`config.mk`:
```
export PLATFORM = sky130hd
export DESIGN_NAME = serial_frame_tx_flat
export DESIGN_NICKNAME = d
export VERILOG_FILES = /design/src/rtl/serial_frame_tx_if.sv /design/src/rtl/serial_frame_tx.sv /design/src/flat_wrapper.sv
export SDC_FILE = /design/constraint.sdc
export NUM_CORES = 1
export LEC_CHECK = 0
export CAP_MARGIN = 5
export CORE_UTILIZATION = 59
export CTS_BUF_LIST = sky130_fd_sc_hd__clkbuf_2
export CTS_CLUSTER_DIAMETER = 40
export DETAILED_ROUTE_END_ITERATION = 10
export PLACE_DENSITY_LB_ADDON = 0.08
export SYNTH_ARGS = -nofsm -noshare
export SYNTH_HDL_FRONTEND = slang
export SYNTH_SLANG_ARGS = --single-unit
```
`constraint.sdc`:
```
create_clock -name clk -period 3.3 [get_ports clk]
set_input_delay 0.99 -clock clk [delete_from_list [all_inputs] [get_ports clk]]
set_output_delay 0.99 -clock clk [all_outputs]
set_load 0.005 [all_outputs]
```
`src/rtl/serial_frame_tx_if.sv`:
```
// Byte-in / serial-out signal bundle for serial_frame_tx.
// The producer drives in_data/in_valid; the transmitter drives the rest.
interface serial_frame_tx_if;
   logic [7:0] in_data;
   logic       in_valid;
   logic       in_ready;
   logic       serial_out;
   logic       busy;
   logic [3:0] bit_count;
   logic       done;

   modport master (
      output in_data, in_valid,
      input  in_ready, serial_out, busy, bit_count, done
   );

   modport slave (
      input  in_data, in_valid,
      output in_ready, serial_out, busy, bit_count, done
   );
endinterface

```
`src/rtl/serial_frame_tx.sv`:
```
// Serial frame transmitter: start bit, 8 data bits LSB first, optional parity bit, stop bit.
// A one-entry holding buffer allows back-to-back frames with no idle cycles between them.
module serial_frame_tx #(
   parameter int unsigned CLKS_PER_BIT = 1,
   parameter bit          PARITY_EN    = 1'b0,
   parameter bit          PARITY_ODD   = 1'b0
) (
   input  logic             clk,
   input  logic             reset,
   serial_frame_tx_if.slave bus
);

   typedef enum logic [2:0] {
      S_IDLE,
      S_START,
      S_DATA,
      S_PARITY,
      S_STOP
   } state_e;

   localparam logic [15:0] LAST_CNT = 16'(CLKS_PER_BIT - 1);

   state_e      state_q,   state_d;
   logic [15:0] cnt_q,     cnt_d;
   logic [7:0]  shift_q,   shift_d;
   logic [7:0]  buf_q,     buf_d;
   logic        full_q,    full_d;
   logic        parity_q,  parity_d;
   logic        serial_q,  serial_d;
   logic [3:0]  bit_cnt_q, bit_cnt_d;
   logic        bit_end;
   logic        start_frame;

   assign bit_end = (cnt_q == LAST_CNT);

   always_comb begin
      // NOTE: every _d starts from its _q value so no path through this block infers a latch.
      state_d     = state_q;
      cnt_d       = cnt_q;
      shift_d     = shift_q;
      buf_d       = buf_q;
      full_d      = full_q;
      parity_d    = parity_q;
      serial_d    = serial_q;
      bit_cnt_d   = bit_cnt_q;
      start_frame = 1'b0;

      if (state_q != S_IDLE) begin
         cnt_d = bit_end ? 16'd0 : cnt_q + 16'd1;
      end

      unique case (state_q)
         S_IDLE: begin
            start_frame = full_q;
         end
         S_START: begin
            if (bit_end) begin
               state_d   = S_DATA;
               serial_d  = shift_q[0];
               bit_cnt_d = 4'd1;
            end
         end
         S_DATA: begin
            if (bit_end) begin
               if (bit_cnt_q == 4'd8) begin
                  bit_cnt_d = 4'd9;
                  if (PARITY_EN) begin
                     state_d  = S_PARITY;
                     serial_d = parity_q;
                  end else begin
                     state_d  = S_STOP;
                     serial_d = 1'b1;
                  end
               end else begin
                  // Shift keeps the bit on the line at shift_q[0].
                  shift_d   = {1'b0, shift_q[7:1]};
                  serial_d  = shift_q[1];
                  bit_cnt_d = bit_cnt_q + 4'd1;
               end
            end
         end
         S_PARITY: begin
            if (bit_end) begin
               state_d   = S_STOP;
               serial_d  = 1'b1;
               bit_cnt_d = 4'd10;
            end
         end
         S_STOP: begin
            if (bit_end) begin
               if (full_q) begin
                  start_frame = 1'b1;
               end else begin
                  state_d   = S_IDLE;
                  serial_d  = 1'b1;
                  bit_cnt_d = 4'd0;
               end
            end
         end
         default: begin
            state_d = S_IDLE;
         end
      endcase

      if (start_frame) begin
         state_d   = S_START;
         cnt_d     = 16'd0;
         shift_d   = buf_q;
         parity_d  = (^buf_q) ^ PARITY_ODD;
         full_d    = 1'b0;
         serial_d  = 1'b0;
         bit_cnt_d = 4'd0;
      end

      // Loading and accepting are exclusive: loading needs a full buffer, accepting an empty one.
      if (bus.in_valid && !full_q) begin
         buf_d  = bus.in_data;
         full_d = 1'b1;
      end
   end

   // NOTE: sequential state uses <= so every register samples the pre-edge value of the others.
   always_ff @(posedge clk or posedge reset) begin
      if (reset) begin
         // NOTE: buffer and shift register are cleared as well, so an aborted byte can never resurface.
         state_q   <= S_IDLE;
         cnt_q     <= 16'd0;
         shift_q   <= 8'd0;
         buf_q     <= 8'd0;
         full_q    <= 1'b0;
         parity_q  <= 1'b0;
         serial_q  <= 1'b1;
         bit_cnt_q <= 4'd0;
      end else begin
         state_q   <= state_d;
         cnt_q     <= cnt_d;
         shift_q   <= shift_d;
         buf_q     <= buf_d;
         full_q    <= full_d;
         parity_q  <= parity_d;
         serial_q  <= serial_d;
         bit_cnt_q <= bit_cnt_d;
      end
   end

   assign bus.in_ready   = ~full_q;
   assign bus.serial_out = serial_q;
   assign bus.busy       = (state_q != S_IDLE);
   assign bus.bit_count  = bit_cnt_q;
   assign bus.done       = (state_q == S_STOP) && bit_end;

endmodule

```
`src/flat_wrapper.sv`:
```
// flat-port wrapper written by rule: the top's interface ports become plain ports
module serial_frame_tx_flat 
#(
   parameter int unsigned CLKS_PER_BIT = 1,
   parameter bit          PARITY_EN    = 1'b0,
   parameter bit          PARITY_ODD   = 1'b0
)
  (clk, reset, bus_in_data, bus_in_valid, bus_in_ready, bus_serial_out, bus_busy, bus_bit_count, bus_done);
  serial_frame_tx_if bus_i ();
  input  logic clk;
  input  logic reset;
  input wire logic [$bits(bus_i.in_data)-1:0] bus_in_data;
  input wire logic [$bits(bus_i.in_valid)-1:0] bus_in_valid;
  output wire logic [$bits(bus_i.in_ready)-1:0] bus_in_ready;
  output wire logic [$bits(bus_i.serial_out)-1:0] bus_serial_out;
  output wire logic [$bits(bus_i.busy)-1:0] bus_busy;
  output wire logic [$bits(bus_i.bit_count)-1:0] bus_bit_count;
  output wire logic [$bits(bus_i.done)-1:0] bus_done;
  assign bus_i.in_data = bus_in_data;
  assign bus_i.in_valid = bus_in_valid;
  assign bus_in_ready = bus_i.in_ready;
  assign bus_serial_out = bus_i.serial_out;
  assign bus_busy = bus_i.busy;
  assign bus_bit_count = bus_i.bit_count;
  assign bus_done = bus_i.done;
  serial_frame_tx #(.CLKS_PER_BIT(CLKS_PER_BIT), .PARITY_EN(PARITY_EN), .PARITY_ODD(PARITY_ODD)) u_core (.clk(clk), .reset(reset), .bus(bus_i));
endmodule
```
==> run summary, run 1 <==
For the CTS buffer count, the log shows 5. The initial utilization of the core area, before any placement, comes to 62.8%. The run finished with clean final reports.

For the worst setup path, the data required time is 2310 ps. The HPWL after detailed placement is 2980 um. The number of antenna violations at the first check in global routing was 0; the placed instance area was 2360 um^2.

The normalized max-slew margin was 61.0%; the number of diodes added for antenna fixing was 0. After the first detailed-routing iteration, the DRC count stood at 98. The run gives 42 as the largest net degree at the start of global routing. The worst hold margin is 533 ps. After detailed routing, the average wire length per cell comes to 14.9 um. The floorplan step defined a core boundary enclosing 3420 um^2. The tools report the maximum vdd drop as 0.656 mV. The H-tree depth reported by CTS is 2. CTS placed an instance of clkbuf_2 at the clock tree root.

Main flop type after synthesis: dfrtp_1. The detail route stage leaves a number of antenna-violating nets equal to 0. The highest attainable clock frequency is 321 MHz.

The startpoint kind of the worst setup timing path was a flip-flop. From left edge to right edge, the die measures 62.3 um. The tree built by TritonCTS fans out to 41 sinks. Routability-driven placement finished with a final weighted congestion of 0.791. The path category of the worst min-delay check was flip-flop to flip-flop.

The leakage power summed over all cells is 0.00108 uW, and the deepest clock path buffer count is 2. The critical path starts at u_core.cnt_q[7]. The run gives 4 as the detailed-routing iteration count for the pre-antenna-repair pass.

The areal power density over the cells was 728 nW/um^2; the area overhead of the layout relative to synthesis was 15.7%. The via count of the first global-routing pass was 1,800; the final period demand of the worst path was 3110 ps. Between clock sinks in the finished design, the worst skew comes to 18.3 ps. Final-report setup violation count: 0.

The fraction of registers with async set/reset is 100%, and the average size of a mapped cell is 9.54 um^2. The finished cells cover 2480 um^2. In this run, placement finished with an instance count of 281. The remaining global-route overflow was 0; the count of unresolved DRC violations after routing was 0. The logs give 296 for the count of non-filler cells in the finished layout and 25.5% for the global-route total usage across every layer. The run gives 0 as the number of maximum-capacitance violations. STA puts the critical path data arrival time at 2120 ps. TritonCTS built the clock tree. The total wire length after detailed routing came out at 4420 um.

In this run the cell area of the synthesized design comes to 2150 um^2. Yosys printed 0 warnings. The fraction of the cycle the final worst path needs was 94.4%. Synthesis handed over a netlist of 225 instances. The tools report the launch point of the worst reg-to-reg path as u_core.cnt_q[1].

When the netlist entered floorplanning its net count stood at 240. Summing over every cut layer, the via total after detailed routing is 1,747. After synthesis the netlist holds a flip-flop and latch count of 41.

In this run the vertical extent of the chip is 62.3 um. Yosys mapped a number of flops with a built-in enable equal to 0. The critical path is of the flip-flop to output port type. The first global-routing pass estimated 7800 um of wire.

Post-synthesis sequential area ratio: 47.9%. The floorplan has 21 rows. For the floorplan die area, the log shows 3880 um^2. The source of the worst hold timing path is u_core.shift_q[7].

Summed over all failing endpoints, the final setup total negative slack is 0 ps. Critical path endpoint category: an output port. The layout net count is 265, and the clock insertion delay at the later pin of the skew report is 380 ps. The clock-pin slew on the worst setup and hold paths came out at 200 ps.

The slew of the pin with the lowest slew margin works out to 582 ps. For this design the top-level I/O count stands at 19. In this run the worst path has a maximum fanout of 2.

The count of final hold-check violations was 0. The post-route netlist has 15.2% of its cells at a drive strength greater than 1. The count of cell types in the netlist is 45, and the via density per instance is 5.90. The tools report the final-report max-slew violation count as 0.

The total of buffers placed on input and output ports was 18. Setup repair after global routing left no endpoint under its margin.
==> final cells by class <==
class | instances | area (um^2)
Clock buffer | 5 | 25.0
Clock inverter | 2 | 35.0
Fill cell | 261 | 932
Inverter | 10 | 37.5
Multi-Input combinational cell | 161 | 1020
Sequential cell | 41 | 1030
Tap cell | 46 | 57.6
Timing Repair Buffer | 31 | 277
==> per-stage QoR <==
step | power, uW | worst slack, ps | util [%]
floorplan | 1310 | 640 | -
global placement | 1500 | 374 | 69.0
detailed placement | 1530 | 311 | 69.0
CTS | 1810 | 146 | 72.6
global route | 1950 | 36.3 | 72.7
finish | 1810 | 185 | 72.7
==> logic make-up (layout without fill, tap and decap cells) <==
kind of cell	Yosys count	in the layout	share of synthesized area, %
AND/OR/NAND/NOR	87	87	21.0
flip-flops	41	41	47.9
AO/OA/AOI/OAI	47	47	13.7
buffers and inverters	23	48	4.66
multiplexers	10	10	5.07
XOR/XNOR	13	13	5.31
adder cells (fa/ha/maj)	4	4	2.33
==> critical path: stages (launching register included) <==
cell and delay [ps]:
dfrtp_1 430, or4_4 550, nor4_2 310, and3_1 210
dlygate4sd2_1 240
==> power by group <==
part,total [uW],switching [uW],leakage [uW],internal (uW)
clock network,280,157,0.0000388,123
registers,781,129,0.000522,652
logic,748,399,0.000519,349
==> final timing paths <==
path / slack (ps) / to / cells after the start
max reg2reg: 630 / u_core.shift_q[3] / 7
min: 530 / u_core.shift_q[7] / 2
max in group asynchronous: 1920 / u_core.bus.serial_out / 3
min reg2reg: 530 / u_core.shift_q[7] / 2
max: 190 / bus_done / 4
min in group asynchronous: 990 / u_core.full_q / 3
==> routing by layer <==
| metal | GRT usage [%] | vias up | wire, um |
|---|---|---|---|
| met2 | 43.1 | 39 | 2250 |
| met1 | 31.8 | 857 | 1950 |
| met5 | 0 | - | 0 |
| met3 | 5.70 | 8 | 152 |
| met4 | 9.59 | 0 | 67 |
| li1 | - | 843 | - |
==> state kept, by name (all words and copies together), names as in the netlist <==
signal / cells
u_core.bus.bit_count: 4
u_core.shift_q: 8
u_core.bus.serial_out: 1
u_core.cnt_q: 16
u_core.state_q: 3
u_core.full_q: 1
u_core.buf_q: 8
==> Yosys cell counts (2+ instances only) <==
library cell	instances	area (um^2)
dfrtp_1	40	1000
nor2_1	29	109
nand2_1	15	56.3
a21oi_1	11	55.1
inv_1	10	37.5
o21ai_0	10	50.1
o22ai_1	8	50.1
clkbuf_1	7	26.3
mux2_2	7	78.8
nand3_1	7	35.0
xor2_1	7	61.3
nand4_1	6	37.5
xnor2_1	6	52.6
buf_2	5	25.0
ha_1	4	50.1
nor3_1	4	20.0
or4_1	4	30.0
a31oi_1	3	18.8
and3_1	3	18.8
mux2i_1	3	30.0
o31ai_1	3	22.5
or3_1	3	18.8
a21boi_0	2	15.0
a21o_1	2	15.0
nand2b_1	2	12.5
nor2b_1	2	12.5
o41ai_1	2	17.5
or2_2	2	12.5
or4_4	2	22.5
==> layout by cell type (no fill, tap or decap), drive strengths merged, types with 2 or more instances in the layout <==
cell | Yosys | layout
nand3 | 7 | 7
ha | 4 | 4
inv | 10 | 10
xor2 | 7 | 7
nor2 | 30 | 30
o41ai | 2 | 2
buf | 6 | 13
clkbuf | 7 | 5
a21boi | 2 | 2
clkdlybuf4s50 | 0 | 17
a21o | 2 | 2
xnor2 | 6 | 6
mux2i | 3 | 3
dfrtp | 40 | 40
or2 | 2 | 2
o21ai | 11 | 11
nor3 | 4 | 4
a21oi | 11 | 11
nand2 | 15 | 15
nand2b | 2 | 2
nand4 | 6 | 6
or4 | 6 | 6
a31oi | 3 | 3
nor2b | 2 | 2
nor4 | 2 | 2
o31ai | 3 | 3
and3 | 3 | 3
or3 | 3 | 3
mux2 | 7 | 7
o22ai | 8 | 8
==> timing repair <==
item                       in CTS  in global routing
buffers inserted                8                  0
hold buffers                    0                  0
resized for setup               2                  1
setup endpoints to repair       1                  1
pin swaps                       2                  0
No activity file was read; power rests on OpenSTA's default activity.
==> run 2: changes to the inputs <==
Settings changed: CORE_ASPECT_RATIO from default to 1.25.
==> run summary, run 2 (synthesized netlist as in run 1, its figures left out) <==
The wire length per cell was 16.5 um (was 14.9 um). The final antenna-violating net count came out at 0 (unchanged). The run gives 61.6% (was 62.8%) as the starting density of the core.

The wire length of the first global-routing pass is 8650 um (was 7800 um), and the horizontal extent of the die is 55.9 um (was 62.3 um). The normalized max-slew margin is 61.7% (was 61.0%), and the detailed-routing iteration count for the pre-antenna-repair pass is 4 (unchanged). The fraction of the cycle the final worst path needs works out to 95.6% (was 94.4%).

The total wire length after detailed routing was 5040 um (was 4420 um); the CTS buffer count was 5 (unchanged). Count of unresolved DRC violations after routing: 0 (unchanged). The areal power density over the cells came out at 702 nW/um^2 (was 728 nW/um^2). The standard-cell row count came out at 24 (was 21).

Register with the highest flop count: u_core.cnt_q (unchanged). The number of maximum-capacitance violations is 0 (unchanged), and the filler cell count is 249 (was 261). The top-level I/O count was 19 (unchanged); the highest attainable clock frequency was 317 MHz (was 321 MHz).

The slowest cell on the critical path was or4_4 (unchanged). The count of final hold-check violations was 0 (unchanged). Ratio of cells with drive above 1 in the final layout: 20.3% (was 15.2%).

The flip-flop count of the largest register after layout is 16 (unchanged). Critical path cell sequence: or4_4 > nor4_4 > buf_4 > and3_1 > clkdlybuf4s15_1 (was or4_4 > nor4_2 > and3_1 > dlygate4sd2_1). The startpoint kind of the worst setup timing path was a flip-flop (unchanged). The number of diodes added for antenna fixing is 0 (unchanged). The critical path start-end classification was flip-flop to output port (unchanged). The standard cell core area was 3480 um^2 (was 3420 um^2); the clock insertion delay at the later pin of the skew report was 410 ps (was 380 ps). The maximum fanout along the worst path is 2 (unchanged).

Global-route total usage across every layer: 28.7% (was 25.5%). TritonCTS built the clock tree. The area overhead of the layout relative to synthesis is 21.8% (was 15.7%), and the final period demand of the worst path is 3150 ps (was 3110 ps). The leakage power summed over all cells was 0.00115 uW (was 0.00108 uW); the remaining global-route overflow was 0 (unchanged). The tools report the data arrival at the endpoint of the critical path as 2160 ps (was 2120 ps). Most common library cell in the layout ignoring fill and taps: dfrtp_1 (unchanged). The via count of the first global-routing pass is 1,906 (was 1,800). For the final-report max-slew violation count, the log shows 0 (unchanged). The footprint of the multi-input gates was 1040 um^2 (was 1020 um^2). The die height came out at 69.4 um (was 62.3 um). The largest net degree at the start of global routing is 42 (unchanged). Path category of the worst min-delay check: flip-flop to flip-flop (unchanged).

Total of hold buffers inserted after clock tree synthesis: 0 (unchanged). The detailed placer's ending HPWL was 3110 um (was 2980 um). The required time of the critical path is 2310 ps (about the same), and the total of buffers placed on input and output ports is 18 (unchanged).

Most frequent cells in the layout: dfrtp_1 (40), nor2_1 (28), buf_4 (28), clkdlybuf4s50_1 (17), nand2_1 (15) (was dfrtp_1 (40), nor2_1 (28), clkdlybuf4s50_1 (17), nand2_1 (15), buf_4 (13)). Maximum vdd drop: 0.549 mV (was 0.656 mV). Largest registers: u_core.cnt_q (16), u_core.buf_q (8), u_core.shift_q (8) (unchanged). The layout net count is 280 (was 265), and the number of DRC markers in iteration 0 is 64 (was 98). The setup skew after layout is 20.9 ps (was 18.3 ps). The critical path endpoint category is an output port (unchanged). The root buffer cell was clkbuf_2 (unchanged).

The deepest clock path buffer count was 2 (unchanged). Setup repair after global routing left no endpoint under its margin. The sequential standard cell area was 1030 um^2 (unchanged); the accumulated negative setup slack was 0 ps (unchanged).

Placer's final routability congestion estimate: 0.791 (unchanged). Number of vias in the routed layout: 1,851 (was 1,747). The flow ran to the end, and the final reports show no timing, DRC or antenna violations.

The worst stage delay on the critical path is 560 ps (was 550 ps), and the number of sinks handled by clock tree synthesis is 41 (unchanged). The clock-pin slew on the worst setup and hold paths was 210 ps (was 200 ps). The final core utilization was 75.0% (was 72.7%); the slew of the pin with the lowest slew margin was 575 ps (was 582 ps).

The floorplan die area is 3880 um^2 (about the same), and the via density per instance is 6.07 (was 5.90). The number of antenna violations at the first check in global routing is 0 (unchanged). For the H-tree depth reported by CTS, the log shows 2 (unchanged). Final-report setup violation count: 0 (unchanged).
## run 2: changes by cell type in the layout (fill, tap and decap cells not counted)
cell,before,now
nor4_2,1,0
clkinvlp_4,0,1
or3b_4,0,1
a21boi_1,0,1
nor4_4,0,1
clkinv_2,1,0
buf_4,13,28
dlygate4sd2_1,1,0
o41ai_2,0,1
o41ai_1,2,1
clkinv_1,0,1
clkdlybuf4s15_1,0,1
or3b_2,1,0
a21boi_0,2,1
## run 2: what timing repair did
action                                  4_1_cts  5_1_grt
pin swaps                                     4        2
gates resized for setup                       4        4
buffers inserted                             22        3
endpoints found under the setup margin        1        6
## run 2: power by group
group / switching [uW] / internal, uW / leakage (uW)
clock: 168 / 125 / 0.0000366
sequential: 123 / 652 / 0.000522
combinational: 407 / 359 / 0.000594
## run 2: metrics by stage
stage | setup slack [ps] | power [uW] | cell area [um^2] | instances | hold WS [ps]
finish | 145 | 1830 | 2610 | 305 | 537
global route | 5.41 | 1970 | 2610 | 305 | 560
CTS | 15.7 | 1830 | 2600 | 305 | 537
detailed placement | 335 | 1540 | 2360 | 275 | 497
global placement | 366 | 1500 | 2360 | 275 | 489
floorplan | 640 | 1310 | 2150 | 225 | 476
## run 2: layout make-up
class	instances	area share (%)
Inverter	10	1.44
Clock buffer	5	0.957
Sequential cell	41	39.3
Tap cell	39	1.87
Clock inverter	3	1.58
Timing Repair Buffer	46	14.9
Multi-Input combinational cell	161	39.9
## run 2: path summary, 6_finish.rpt
kind	start	to	slack [ps]	depth (start not counted)
min in group asynchronous	reset	u_core.cnt_q[3]	970	3
worst min register to register	u_core.buf_q[5]	u_core.buf_q[5]	540	1
worst min-delay path	u_core.buf_q[5]	u_core.buf_q[5]	540	1
worst max-delay path	u_core.cnt_q[9]	bus_done	150	5
max in group asynchronous	reset	u_core.bus.serial_out	1950	3
worst max register to register	u_core.cnt_q[9]	u_core.bus.bit_count[2]	230	17
## run 2: worst max-delay path, delay by kind of cell (launching register included)
family | cells | cell delay (ps)
flops | 1 | 440
simple gates | 3 | 990
buf+inv | 2 | 350
## run 2: layer usage
metal | part of all wire (%) | up-vias | GRT usage (%)
li1 | - | 875 | -
met4 | 4.0 | 0 | 16.8
met5 | 0 | - | 0
met2 | 52 | 49 | 48.3
met3 | 2.9 | 21 | 4.85
met1 | 41 | 906 | 34.4
==> run 3: changes to the inputs <==
Settings changed: ABC_CLOCK_PERIOD_IN_PS from default to 3300.
==> results of run 3 <==
No change in the layout: final DEF, timing and power equal those of run 2.
==> patch: new RTL, settings of run 1 <==
Encoding of `state_e`: now Gray code (3 bits for 5 states).
--- a/src/rtl/serial_frame_tx.sv
+++ b/src/rtl/serial_frame_tx.sv
@@ -12,9 +12,9 @@
 
    typedef enum logic [2:0] {
-      S_IDLE,
-      S_START,
-      S_DATA,
-      S_PARITY,
-      S_STOP
+      S_IDLE   = 3'b000,
+      S_START  = 3'b001,
+      S_DATA   = 3'b011,
+      S_PARITY = 3'b010,
+      S_STOP   = 3'b110
    } state_e;
 
Function: no difference found for any inputs over 10 cycles, from zero or initial values and one cycle with reset high; not proved beyond that.
==> patch against run 1 <==
  * Total power grew 9.2%
  * Via count is 7.3% lower
  * Clock skew up 0.012 ns
  * Worst setup slack got worse by 0.054 ns
  * Wire length down 0.75%
  * Maximum frequency is 1.7% lower
  * Area after synthesis increased by 0.47%
  * Design area increased by 3.2%
  * Sequential cell count unchanged
  * Utilization up 2.3 points
  * Register-to-register slack better by 0.16 ns
  * Synthesized cell count is 12% lower
  * First-iteration DRC count is 33% higher
  * Highest routed layer unchanged
==> patch: results (changes against run 1) <==
metric	value	unit	change
cts.reportedPaths.clkPinSlew	0.23	ns	was 0.20 ns
whs_path_depth	1		was 2
synth_seq_area_share	47.6	%	was 47.9%
gp_congestion	0.847		was 0.791
synthMuxAreaShare	14.2	%	was 5.07%
dp_slack	0.0890	ns	was 0.311 ns
place_area	2420	um2	was 2360 um2
grt_pass1_wl	7790	um	was 7800 um
crit_arrival	2.18	ns	was 2.12 ns
wire_per_inst	15.7	um	was 14.9 um
relSlewSlack	40.8	%	was 61.0%
r2r_start	u_core.cnt_q[0]$_DFFE_PP0N_		was u_core.cnt_q[1]$_DFFE_PP0N_
wl_met1	1950	um	about the same
hold_slack	0.534	ns	was 0.533 ns
status	finished, final reports clean		unchanged
route.vias.total	1620		was 1747
root_buffer	clkbuf_2		unchanged
synth.area.top_cells	dfrtp_1 46%, mux2_2 11%, xor2_1 2.8%		was dfrtp_1 47%, nor2_1 5.1%, mux2_2 3.7%
clk_latency	0.42	ns	was 0.38 ns
synth_compound_area_share	8.94	%	was 13.7%
routed_wl	4390	um	was 4420 um
nets	248		was 265
grt_start_max_net_pins	42		unchanged
timing.rr.end	u_core.shift_q[1]$_DFFE_PP0P_		was u_core.shift_q[3]$_DFFE_PP0P_
ys_types	46		was 45
wl_met3	151	um	was 152 um
first_global_vias	1719		was 1800
hp-start	u_core.buf_q[2]$_DFFE_PP0P_		was u_core.shift_q[7]$_DFFE_PP0P_
fin_worst_skew	0.0300	ns	was 0.0183 ns
dp_hpwl	3040	um	was 2980 um
synth_fp_nets	212		was 240
worstPathMaxFanout	3		was 2
final_cell_area	2560	um2	was 2480 um2
place_inst	263		was 281
grt_use_met2	43.8	%	was 43.1%
clockBufferDepth	2		unchanged
track_usage	25.8	%	was 25.5%
synthAdderAreaFrac	2.32	%	was 2.33%
p_leak	1.12	nW	was 1.08 nW
synth_top_cells_by_count	40 x dfrtp_1, 22 x mux2_2, 15 x nor2_1, 12 x nand2_1, 12 x o21ai_0		was 40 x dfrtp_1, 29 x nor2_1, 15 x nand2_1, 11 x a21oi_1
layout-drive-gt1-share	27.8	%	was 15.2%
grtUsageMet1	32.0	%	was 31.8%
synth_cells	197		was 225
synth_xor_area_share	4.06	%	was 5.31%
ir_worst_vdd	489	uV	was 656 uV
globalRouteMet3Util	5.29	%	was 5.70%
regToRegSetupSlack	0.79	ns	was 0.63 ns
final.fill_count	231		was 261
patch: changes by cell type after synthesis, sizes merged, moves of 4 or more:
cell and change:
nor2 -13, mux2 +17, clkbuf -4, a21oi -7
o22ai -7, nand3 +5
patch: repair_timing:
action	in CTS	in global routing
resized for setup	5	0
buffers inserted	9	0
endpoints found under the setup margin	1	1
pin swaps	3	1
patch: power by group:
group / internal, mW / total [mW] / switching (mW)
registers: 0.661 / 0.796 / 0.135
logic: 0.493 / 0.874 / 0.380
clock network: 0.129 / 0.305 / 0.176
patch: area by class of cell:
class | instances | area share [%]
clock buffers | 5 | 0.977
clock inverters | 3 | 1.81
inverters | 10 | 1.46
multi-input cells | 140 | 41.6
flip-flops and latches | 41 | 40.1
well taps | 46 | 2.25
repair buffers | 35 | 11.8
patch: worst max-delay path, cell delays in order (launching register included):
cell     delay (ns)
dfrtp_1        0.42
or4_1          0.58
or4_4          0.56
nor2_4         0.10
buf_2          0.11
